--- config.mk ---
export PLATFORM = sky130hd
export DESIGN_NAME = trivium_host_ctrl
export DESIGN_NICKNAME = d
export VERILOG_FILES = /design/src/rtl/trivium_host_ctrl.sv
export SDC_FILE = /design/constraint.sdc
export NUM_CORES = 1
export LEC_CHECK = 0
export CAP_MARGIN = 5
export CORE_MARGIN = 3
export CORE_UTILIZATION = 36
export CTS_BUF_LIST = sky130_fd_sc_hd__clkbuf_8
export DETAILED_ROUTE_END_ITERATION = 10
export GPL_TIMING_DRIVEN = 0
export HOLD_SLACK_MARGIN = 0.02
export PLACE_DENSITY = 0.71
export SETUP_SLACK_MARGIN = 0.3
export SYNTH_ARGS = -nofsm -noshare
export SYNTH_HDL_FRONTEND = slang
export SYNTH_SLANG_ARGS = --single-unit
--- constraint.sdc ---
create_clock -name CLK -period 10 [get_ports CLK]
set_clock_uncertainty 0.15 [all_clocks]
set_input_delay 2.5 -clock CLK [delete_from_list [all_inputs] [get_ports CLK]]
set_output_delay 2.5 -clock CLK [all_outputs]
set_load 0.01 [all_outputs]
--- src/rtl/trivium_host_ctrl.sv ---
// Host-side initiator for the Trivium core: serial key load, byte push, status poll and result read.
// Optional watchdog and ERR state are enabled by defining TRV_HOST_TIMEOUT_EN.
module trivium_host_ctrl #(
  parameter int KEY_W = 80,
  parameter int LEN_W = 16,
  parameter int TMO_W = 12
) (
  input  logic             CLK,
  input  logic             RST,
  input  logic             start,
  input  logic [KEY_W-1:0] key_in,
  input  logic [LEN_W-1:0] msg_len,
  input  logic [7:0]       pt_data,
  input  logic             pt_valid,
  output logic             pt_ready,
  output logic [7:0]       ct_data,
  output logic             ct_valid,
  input  logic             ct_ready,
  output logic             busy,
  output logic             done,
  output logic             err,
  output logic             KEY,
  output logic             STB_KEY,
  output logic [7:0]       DATA,
  output logic             STB_DATA,
  output logic             READ,
  input  logic [7:0]       DATA_OUT,
  input  logic [7:0]       SIGN_REG
);

  typedef enum logic [2:0] {
    IDLE      = 3'd0,
    LOAD_KEY  = 3'd1,
    WAIT_INIT = 3'd2,
    SEND      = 3'd3,
    WAIT_RES  = 3'd4,
    OUT       = 3'd5
`ifdef TRV_HOST_TIMEOUT_EN
    , ERR     = 3'd6
`endif
  } state_e;

  localparam int               CNT_W    = $clog2(KEY_W);
  localparam logic [CNT_W-1:0] KEY_LAST = CNT_W'(KEY_W - 1);

  state_e           state_q;
  logic [KEY_W-1:0] key_sr_q;
  logic [CNT_W-1:0] bit_cnt_q;
  logic [LEN_W-1:0] rem_q;
  logic [7:0]       data_q;
  logic [7:0]       ct_data_q;
  logic             key_q;
  logic             stb_key_q;
  logic             stb_data_q;
  logic             read_q;
  logic             pt_ready_q;
  logic             ct_valid_q;
  logic             busy_q;
  logic             done_q;
  logic             start_ok;

  // Status bits 7:2 carry nothing this initiator acts on.
  logic [5:0] sign_unused;
  assign sign_unused = SIGN_REG[7:2];

`ifdef TRV_HOST_TIMEOUT_EN
  // The watchdog fires on the edge where the counter would reach all-ones.
  localparam logic [TMO_W-1:0] TMO_LAST = {{(TMO_W-1){1'b1}}, 1'b0};

  logic [TMO_W-1:0] tmo_q;
  logic             err_q;
`else
  logic [TMO_W-1:0] tmo_unused;
  assign tmo_unused = '0;
`endif

  always_comb begin
    start_ok = start && (state_q == IDLE);
`ifdef TRV_HOST_TIMEOUT_EN
    if (state_q == ERR) start_ok = start;
`endif
  end

  // NOTE: asynchronous reset clears every output register, so an abort leaves no strobe behind.
  always_ff @(posedge CLK or posedge RST) begin
    if (RST) begin
      state_q    <= IDLE;
      key_sr_q   <= '0;
      bit_cnt_q  <= '0;
      rem_q      <= '0;
      data_q     <= '0;
      ct_data_q  <= '0;
      key_q      <= 1'b0;
      stb_key_q  <= 1'b0;
      stb_data_q <= 1'b0;
      read_q     <= 1'b0;
      pt_ready_q <= 1'b0;
      ct_valid_q <= 1'b0;
      busy_q     <= 1'b0;
      done_q     <= 1'b0;
`ifdef TRV_HOST_TIMEOUT_EN
      tmo_q      <= '0;
      err_q      <= 1'b0;
`endif
    end else begin
      // NOTE: one-cycle strobes default low here; only the state that fires them overrides.
      stb_data_q <= 1'b0;
      read_q     <= 1'b0;
      done_q     <= 1'b0;
`ifdef TRV_HOST_TIMEOUT_EN
      tmo_q      <= '0;
`endif
      if (start_ok) begin
        state_q   <= LOAD_KEY;
        busy_q    <= 1'b1;
        stb_key_q <= 1'b1;
        key_q     <= key_in[KEY_W-1];
        key_sr_q  <= {key_in[KEY_W-2:0], 1'b0};
        bit_cnt_q <= KEY_LAST;
        rem_q     <= msg_len;
`ifdef TRV_HOST_TIMEOUT_EN
        err_q     <= 1'b0;
`endif
      end else begin
        case (state_q)
          LOAD_KEY: begin
            if (bit_cnt_q == '0) begin
              stb_key_q <= 1'b0;
              key_q     <= 1'b0;
              state_q   <= WAIT_INIT;
            end else begin
              key_q     <= key_sr_q[KEY_W-1];
              key_sr_q  <= {key_sr_q[KEY_W-2:0], 1'b0};
              bit_cnt_q <= bit_cnt_q - CNT_W'(1);
            end
          end

          WAIT_INIT: begin
            if (!SIGN_REG[1]) begin
              if (rem_q != '0) begin
                state_q    <= SEND;
                pt_ready_q <= 1'b1;
              end else begin
                done_q  <= 1'b1;
                busy_q  <= 1'b0;
                state_q <= IDLE;
              end
            end
`ifdef TRV_HOST_TIMEOUT_EN
            else if (tmo_q == TMO_LAST) begin
              state_q <= ERR;
              err_q   <= 1'b1;
              busy_q  <= 1'b0;
            end else begin
              tmo_q <= tmo_q + TMO_W'(1);
            end
`endif
          end

          SEND: begin
            if (pt_valid && pt_ready_q) begin
              data_q     <= pt_data;
              stb_data_q <= 1'b1;
              pt_ready_q <= 1'b0;
              state_q    <= WAIT_RES;
            end
          end

          WAIT_RES: begin
            if (SIGN_REG[0]) begin
              read_q     <= 1'b1;
              ct_data_q  <= DATA_OUT;
              ct_valid_q <= 1'b1;
              state_q    <= OUT;
            end
`ifdef TRV_HOST_TIMEOUT_EN
            else if (tmo_q == TMO_LAST) begin
              state_q <= ERR;
              err_q   <= 1'b1;
              busy_q  <= 1'b0;
            end else begin
              tmo_q <= tmo_q + TMO_W'(1);
            end
`endif
          end

          OUT: begin
            if (ct_ready) begin
              ct_valid_q <= 1'b0;
              rem_q      <= rem_q - LEN_W'(1);
              if (rem_q == LEN_W'(1)) begin
                done_q  <= 1'b1;
                busy_q  <= 1'b0;
                state_q <= IDLE;
              end else begin
                pt_ready_q <= 1'b1;
                state_q    <= SEND;
              end
            end
          end

          default: ;
        endcase
      end
    end
  end

  assign pt_ready = pt_ready_q;
  assign ct_data  = ct_data_q;
  assign ct_valid = ct_valid_q;
  assign busy     = busy_q;
  assign done     = done_q;
  assign KEY      = key_q;
  assign STB_KEY  = stb_key_q;
  assign DATA     = data_q;
  assign STB_DATA = stb_data_q;
  assign READ     = read_q;
`ifdef TRV_HOST_TIMEOUT_EN
  assign err      = err_q;
`else
  assign err      = 1'b0;
`endif

endmodule

==> metrics.csv, run 1 <==
stage,metric,value,unit
status,status,"complete, no violations",
placement,preCtsSetupSlack,4890,ps
grt,first_global_vias,4763,
drt,highest_layer,met4,
clocking,path_clk_slew,80,ps
clocking,ctsHoldBuffers,0,
yosys,syn_area,5750,sq um
cells_and_area,diodes,0,
cells_and_area,fin_cells,964,
critical_path,worstPathRequired,10220,ps
drt,routedWlPerCell,14.9,microns
yosys,yosys.area.top_type,dfrtp_1,
drt,drtIter0Drc,243,
yosys,syn_inst,578,
flow_run,cap_viol_max_count,0,
clocking,insertion_delay,420,ps
floorplanning,initial_core_util,37.3,%
critical_path,crit_buf_inv,3,
yosys,synthDistinctLibCells,43,
placement,dp_hpwl,10000,microns
critical_path,arrival,4770,ps
timing,setup_violations,0,
critical_path,crit_fanout,10,
floorplanning,die-area,17500,sq um
pwr,max-vdd-ir-drop,0.0902,mV
yosys,yosysTopAreaCellShare,56.1,%
clocking,clock_sinks,129,
clocking,clk_path_buf_depth,2,
pwr,power.density,133,nW/um^2
placement,numPortBuffers,142,
drt,vias,4707,
clocking,cts_max_level,4,
timing,final-hold-violation-count,0,
drt,drcViolationCount,0,
floorplanning,rows,45,
critical_path,crit_path_max_incr_delay,760,ps
cells_and_area,area_delta_synth_final,37.1,%
cells_and_area,layout_common_cells,"nand2_1, clkdlybuf4s50_1, dfrtp_1",
yosys,postSynthNetCount,708,
timing,slew_viol_final,0,
cells_and_area,final_nets,870,
yosys,synth_area_per_cell,9.95,sq um
clocking,numCtsBuffers,17,
grt,grt_antenna_before_repair,0,
cells_and_area,final_common_cell,nand2_1,
drt,dr.pass1.iters,5,
pwr,total_leakage_power,0.00379,uW
floorplanning,core,15400,sq um
yosys,ys_warn_count,0,
worst_hold_path,min_path_type,flip-flop to flip-flop,
floorplanning,die_y,132,microns
drt,wl,14400,microns
timing,worst_slew_pin_slew,859,ps
critical_path,crit_path_cell_trace,clkdlybuf4s50_1 > and3_1 > clkbuf_1 > nor2_1 > clkbuf_1 > nand2_1 > nand2_1,
critical_path,endpoint_kind,flip-flop,
drt,dr_wl_met3,550,microns
floorplanning,io_pins,150,
floorplanning,die_w,132,microns
timing,period_needed,4560,ps
timing,relSlewSlack,42.5,%
grt,track_usage,16.9,%
critical_path,crit_family,buffers and inverters,
clocking,tritoncts,built,
placement,place_inst,932,
grt,grt_pass1_wl,24100,microns
critical_path,start_kind,input pin,
pwr,totalPowerFinal,1050,uW
timing,fin_hold_ws,327,ps
critical_path,path_class,input pin to flip-flop,
timing,setup_tns,0,ps
timing,rsz0062_at_grt,no,
timing,fmax,219,MHz
clocking,postCtsSetupRepairBufs,0,
grt,grt_max_degree,79,
critical_path,slowest_stage,nor2_1,
placement,globalplace.congestion,0.759,
cells_and_area,fill_cells,1459,
yosys,synth-seq-area-share,56.1,%
drt,vias_per_cell,4.88,
drt,wl_met1,7100,microns
timing,fin_ws,5440,ps
yosys,ys_top_cells_by_area,"dfrtp_1, nand2_1, a22oi_1",
timing,fin_crit_sh,45.6,%
drt,antenna_left,0,
cells_and_area,layout-drive-gt1-share,10.4,%
clocking,ctsRootBufferMaster,clkbuf_8,
clocking,ctsResizeCount,0,
drt,met2_wirelength,6600,microns
grt,grt_overflow_total,0,
yosys,ys_ff_latch,129,
worst reg2reg max path: stages, from the launching register on:
cell	delay [ps]
dfrtp_1	480
inv_1	160
and3_1	170
clkbuf_1	300
nor2_1	760
clkbuf_1	410
nand2_1	100
nand2_1	80
synthesized netlist by cell type, drive strengths merged:
| cell type | number |
|---|---|
| a21oi | 5 |
| a221o | 1 |
| a22oi | 72 |
| a2bb2oi | 1 |
| a311oi | 2 |
| a31oi | 3 |
| and3 | 5 |
| and4b | 1 |
| buf | 28 |
| clkbuf | 7 |
| conb | 1 |
| dfrtp | 129 |
| ha | 5 |
| inv | 11 |
| mux2 | 16 |
| mux2i | 8 |
| nand2 | 174 |
| nand2b | 1 |
| nand3 | 9 |
| nand4 | 3 |
| nand4b | 1 |
| nor2 | 21 |
| nor3 | 7 |
| nor3b | 2 |
| nor4 | 4 |
| o21ai | 30 |
| o221a | 1 |
| o22ai | 2 |
| o31ai | 3 |
| o32a | 1 |
| or2 | 1 |
| or3 | 2 |
| or3b | 1 |
| or4 | 2 |
| xnor2 | 11 |
| xor2 | 7 |
flip-flops by register name, indices dropped and copies added (netlist names):
signal,count
KEY,1
rem_q,16
state_q,3
bit_cnt_q,7
STB_KEY,1
READ,1
key_sr_q,79
STB_DATA,1
ct_data,8
pt_ready,1
busy,1
DATA,8
ct_valid,1
done,1
power by group:
part           switching, uW  total [uW]  internal (uW)
clock network            211         463            252
registers                  0         521            521
logic                   19.2        61.3           42.1
through the flow:
step | cell area (sq um) | utilization, %
global placement | 7440 | 48.2
global route | 7880 | 51.1
finish | 7880 | 51.1
detailed placement | 7470 | 48.4
CTS | 7880 | 51.1
floorplan | 5750 | -
layer usage:
metal	track usage, %	up-vias
met5	0	-
met2	25.2	104
met3	4.47	4
met4	4.27	0
met1	24.6	2272
li1	-	2327
layout make-up:
class	count	area (sq um)	share of cell area [%]
Clock inverter	14	165	2.10
Clock buffer	18	248	3.14
Buffer	35	179	2.27
Multi-Input combinational cell	403	2300	29.2
Tap cell	211	264	3.35
Inverter	11	46.3	0.587
Timing Repair Buffer	143	1450	18.4
Sequential cell	129	3230	41.0
worst paths after layout:
kind                       depth (start not counted)                  endpoint                     start  slack (ps)
min in group asynchronous                          2  key_sr_q[69]$_DFFE_PP0P_                       RST        2340
max                                                7   key_sr_q[9]$_DFFE_PP0P_                     start        5440
max in group asynchronous                          3  key_sr_q[31]$_DFFE_PP0P_                       RST        6600
min                                                2  key_sr_q[76]$_DFFE_PP0P_  key_sr_q[76]$_DFFE_PP0P_         330
min reg2reg                                        2  key_sr_q[76]$_DFFE_PP0P_  key_sr_q[76]$_DFFE_PP0P_         330
max reg2reg                                        7   key_sr_q[9]$_DFFE_PP0P_    state_q[2]$_DFFE_PP0P_        7330
kinds of logic after synthesis:
family	count (synthesis)	share of synthesized area, %
AOI/OAI and AO/OA	121	14.5
xor gates and xnor gates	18	2.74
adders and majority gates	5	1.09
buffers and inverters	46	3.83
DFF	129	56.1
muxes	24	4.53
other	1	0.0652
and+or+nand+nor	234	17.1
Power figures use the tool's default switching activity.
==> run 2: changes to the inputs <==
clock period = 4.22 ns   (was 10 ns; I/O delays follow)
==> metrics.csv, run 2 (synthesis gave the netlist of run 1 again) <==
stage,metric,value,unit
clocking,ctsRootBufferMaster,clkbuf_8,
drt,antenna_left,0,
critical_path,endpoint_kind,flip-flop,
floorplanning,die_y,132,microns
clocking,clock_sinks,129,
floorplanning,io_pins,150,
grt,grt_max_degree,42,
floorplanning,die-area,17500,sq um
timing,final-hold-violation-count,0,
clocking,cts_max_level,4,
grt,track_usage,17.2,%
pwr,max-vdd-ir-drop,0.185,mV
critical_path,crit_fanout,10,
clocking,clk_path_buf_depth,2,
timing,worst_slew_pin_slew,912,ps
cells_and_area,fill_cells,1481,
flow_run,cap_viol_max_count,0,
timing,rsz0062_at_grt,no,
drt,drtIter0Drc,217,
cells_and_area,final_util,51.4,%
critical_path,arrival,3350,ps
pwr,power.density,318,nW/um^2
timing,period_needed,3130,ps
clocking,postCtsSetupRepairBufs,0,
pwr,totalPowerFinal,2530,uW
critical_path,r2r_setup_slack,1550,ps
clocking,tritoncts,built,
placement,numPortBuffers,142,
cells_and_area,final_nets,872,
grt,grt_antenna_before_repair,0,
clocking,ctsResizeCount,0,
timing,setup_tns,0,ps
cells_and_area,area_delta_synth_final,37.9,%
placement,dpl-instance-area,7500,sq um
critical_path,crit_path_cell_trace,clkdlybuf4s50_1 > and3_1 > clkbuf_1 > nor2_1 > clkbuf_1 > nand2_1 > nand2_1,
timing,relSlewSlack,39.0,%
drt,dr.pass1.iters,4,
timing,setup_violations,0,
grt,grt_pass1_wl,24400,microns
drt,routedWlPerCell,14.8,microns
floorplanning,die_w,132,microns
pwr,total_leakage_power,0.00383,uW
cells_and_area,largest_register,key_sr_q,
cells_and_area,largest_reg_flops,79,
placement,dp_hpwl,10200,microns
cells_and_area,reg_top3,"key_sr_q x79, rem_q x16",
grt,first_global_vias,4907,
floorplanning,initial_core_util,37.3,%
worst_hold_path,hp-start,key_sr_q[57]$_DFFE_PP0P_,
critical_path,rr_startpoint,state_q[2]$_DFFE_PP0P_,
clocking,numCtsBuffers,17,
cells_and_area,diodes,0,
worst_hold_path,min_path_type,flip-flop to flip-flop,
critical_path,path_class,input pin to flip-flop,
cells_and_area,finalInstanceArea,7930,sq um
timing,fin_crit_sh,74.2,%
drt,vias,4839,
critical_path,start_kind,input pin,
cells_and_area,layout-drive-gt1-share,10.1,%
floorplanning,core,15400,sq um
critical_path,timing.rr.end,key_sr_q[8]$_DFFE_PP0P_,
drt,drcViolationCount,0,
critical_path,slowest_stage,nor2_1,
timing,slew_viol_final,0,
worst_hold_path,holdPathStages,2,
clocking,insertion_delay,430,ps
timing,fmax,320,MHz
status,status,"complete, no violations",
critical_path,reg2reg_depth,7,
grt,grt_overflow_total,0,
drt,wl,14300,microns
floorplanning,rows,45,
worst_hold_path,min_to,key_sr_q[57]$_DFFE_PP0P_,
clocking,path_clk_slew,70,ps
drt,vias_per_cell,5.02,
placement,globalplace.congestion,0.754,
critical_path,crit_path_max_incr_delay,800,ps
clocking,ctsHoldBuffers,0,
cells_and_area,layout_common_cells,"nand2_1, clkdlybuf4s50_1, dfrtp_1",
cells_and_area,final_common_cell,nand2_1,
critical_path,worstPathRequired,4440,ps
==> run 2: changes by cell type in the layout (fill, tap and decap cells not counted), sizes merged <==
cell      before  now
clkinv         6    1
inv           11   12
clkinvlp       5    1
buf           29   31
clkbuf        25   31
==> run 2: final cells by class <==
class                           instances  area [sq um]  share of cell area, %
Clock buffer                           24           330                   4.16
Inverter                               11          45.0                  0.568
Buffer                                 35           179                   2.26
Tap cell                              211           264                   3.33
Timing Repair Buffer                  145          1480                   18.7
Sequential cell                       129          3230                   40.7
Multi-Input combinational cell        403          2300                   29.0
Clock inverter                          6           103                   1.29
==> run 2: power by group <==
group          switching (uW)  total (uW)  internal, uW
clock network             458        1140           685
logic                    44.9         147           103
registers                   0        1240          1240
==> run 2: worst max-delay path, delay by kind of cell <==
family / cells / cell delay, ps
buffers and inverters: 3 / 1140
and+or+nand+nor: 4 / 1140
==> run 2: stage by stage <==
stage          instances  setup WS [ps]  hold slack [ps]
2_1_floorplan        578           1420              296
3_3_place_gp         931            163              308
3_5_place_dp         934            540              313
4_1_cts              964           1020              331
5_1_grt              964            868              348
6_report             964           1090              326
==> run 2: worst max path at each step <==
stage                     slack, ps                       end   from  cells after the start
after global placement          160  key_sr_q[27]$_DFFE_PP0P_    RST                      2
after CTS                      1020   key_sr_q[8]$_DFFE_PP0P_  start                      7
after detailed placement        540   key_sr_q[2]$_DFFE_PP0P_  start                      7
after floorplan                1420       DATA[0]$_DFFE_PP0P_    RST                      1
after global routing            870  key_sr_q[10]$_DFFE_PP0P_  start                      7
final                          1090   key_sr_q[8]$_DFFE_PP0P_  start                      7
==> run 2: per-layer routing <==
metal | track usage [%] | vias up | share of wire (%)
met5 | 0 | - | 0
met4 | 6.00 | 0 | 1.5
met3 | 4.35 | 12 | 5.6
met2 | 26.1 | 149 | 47
met1 | 24.1 | 2342 | 46
li1 | - | 2336 | -
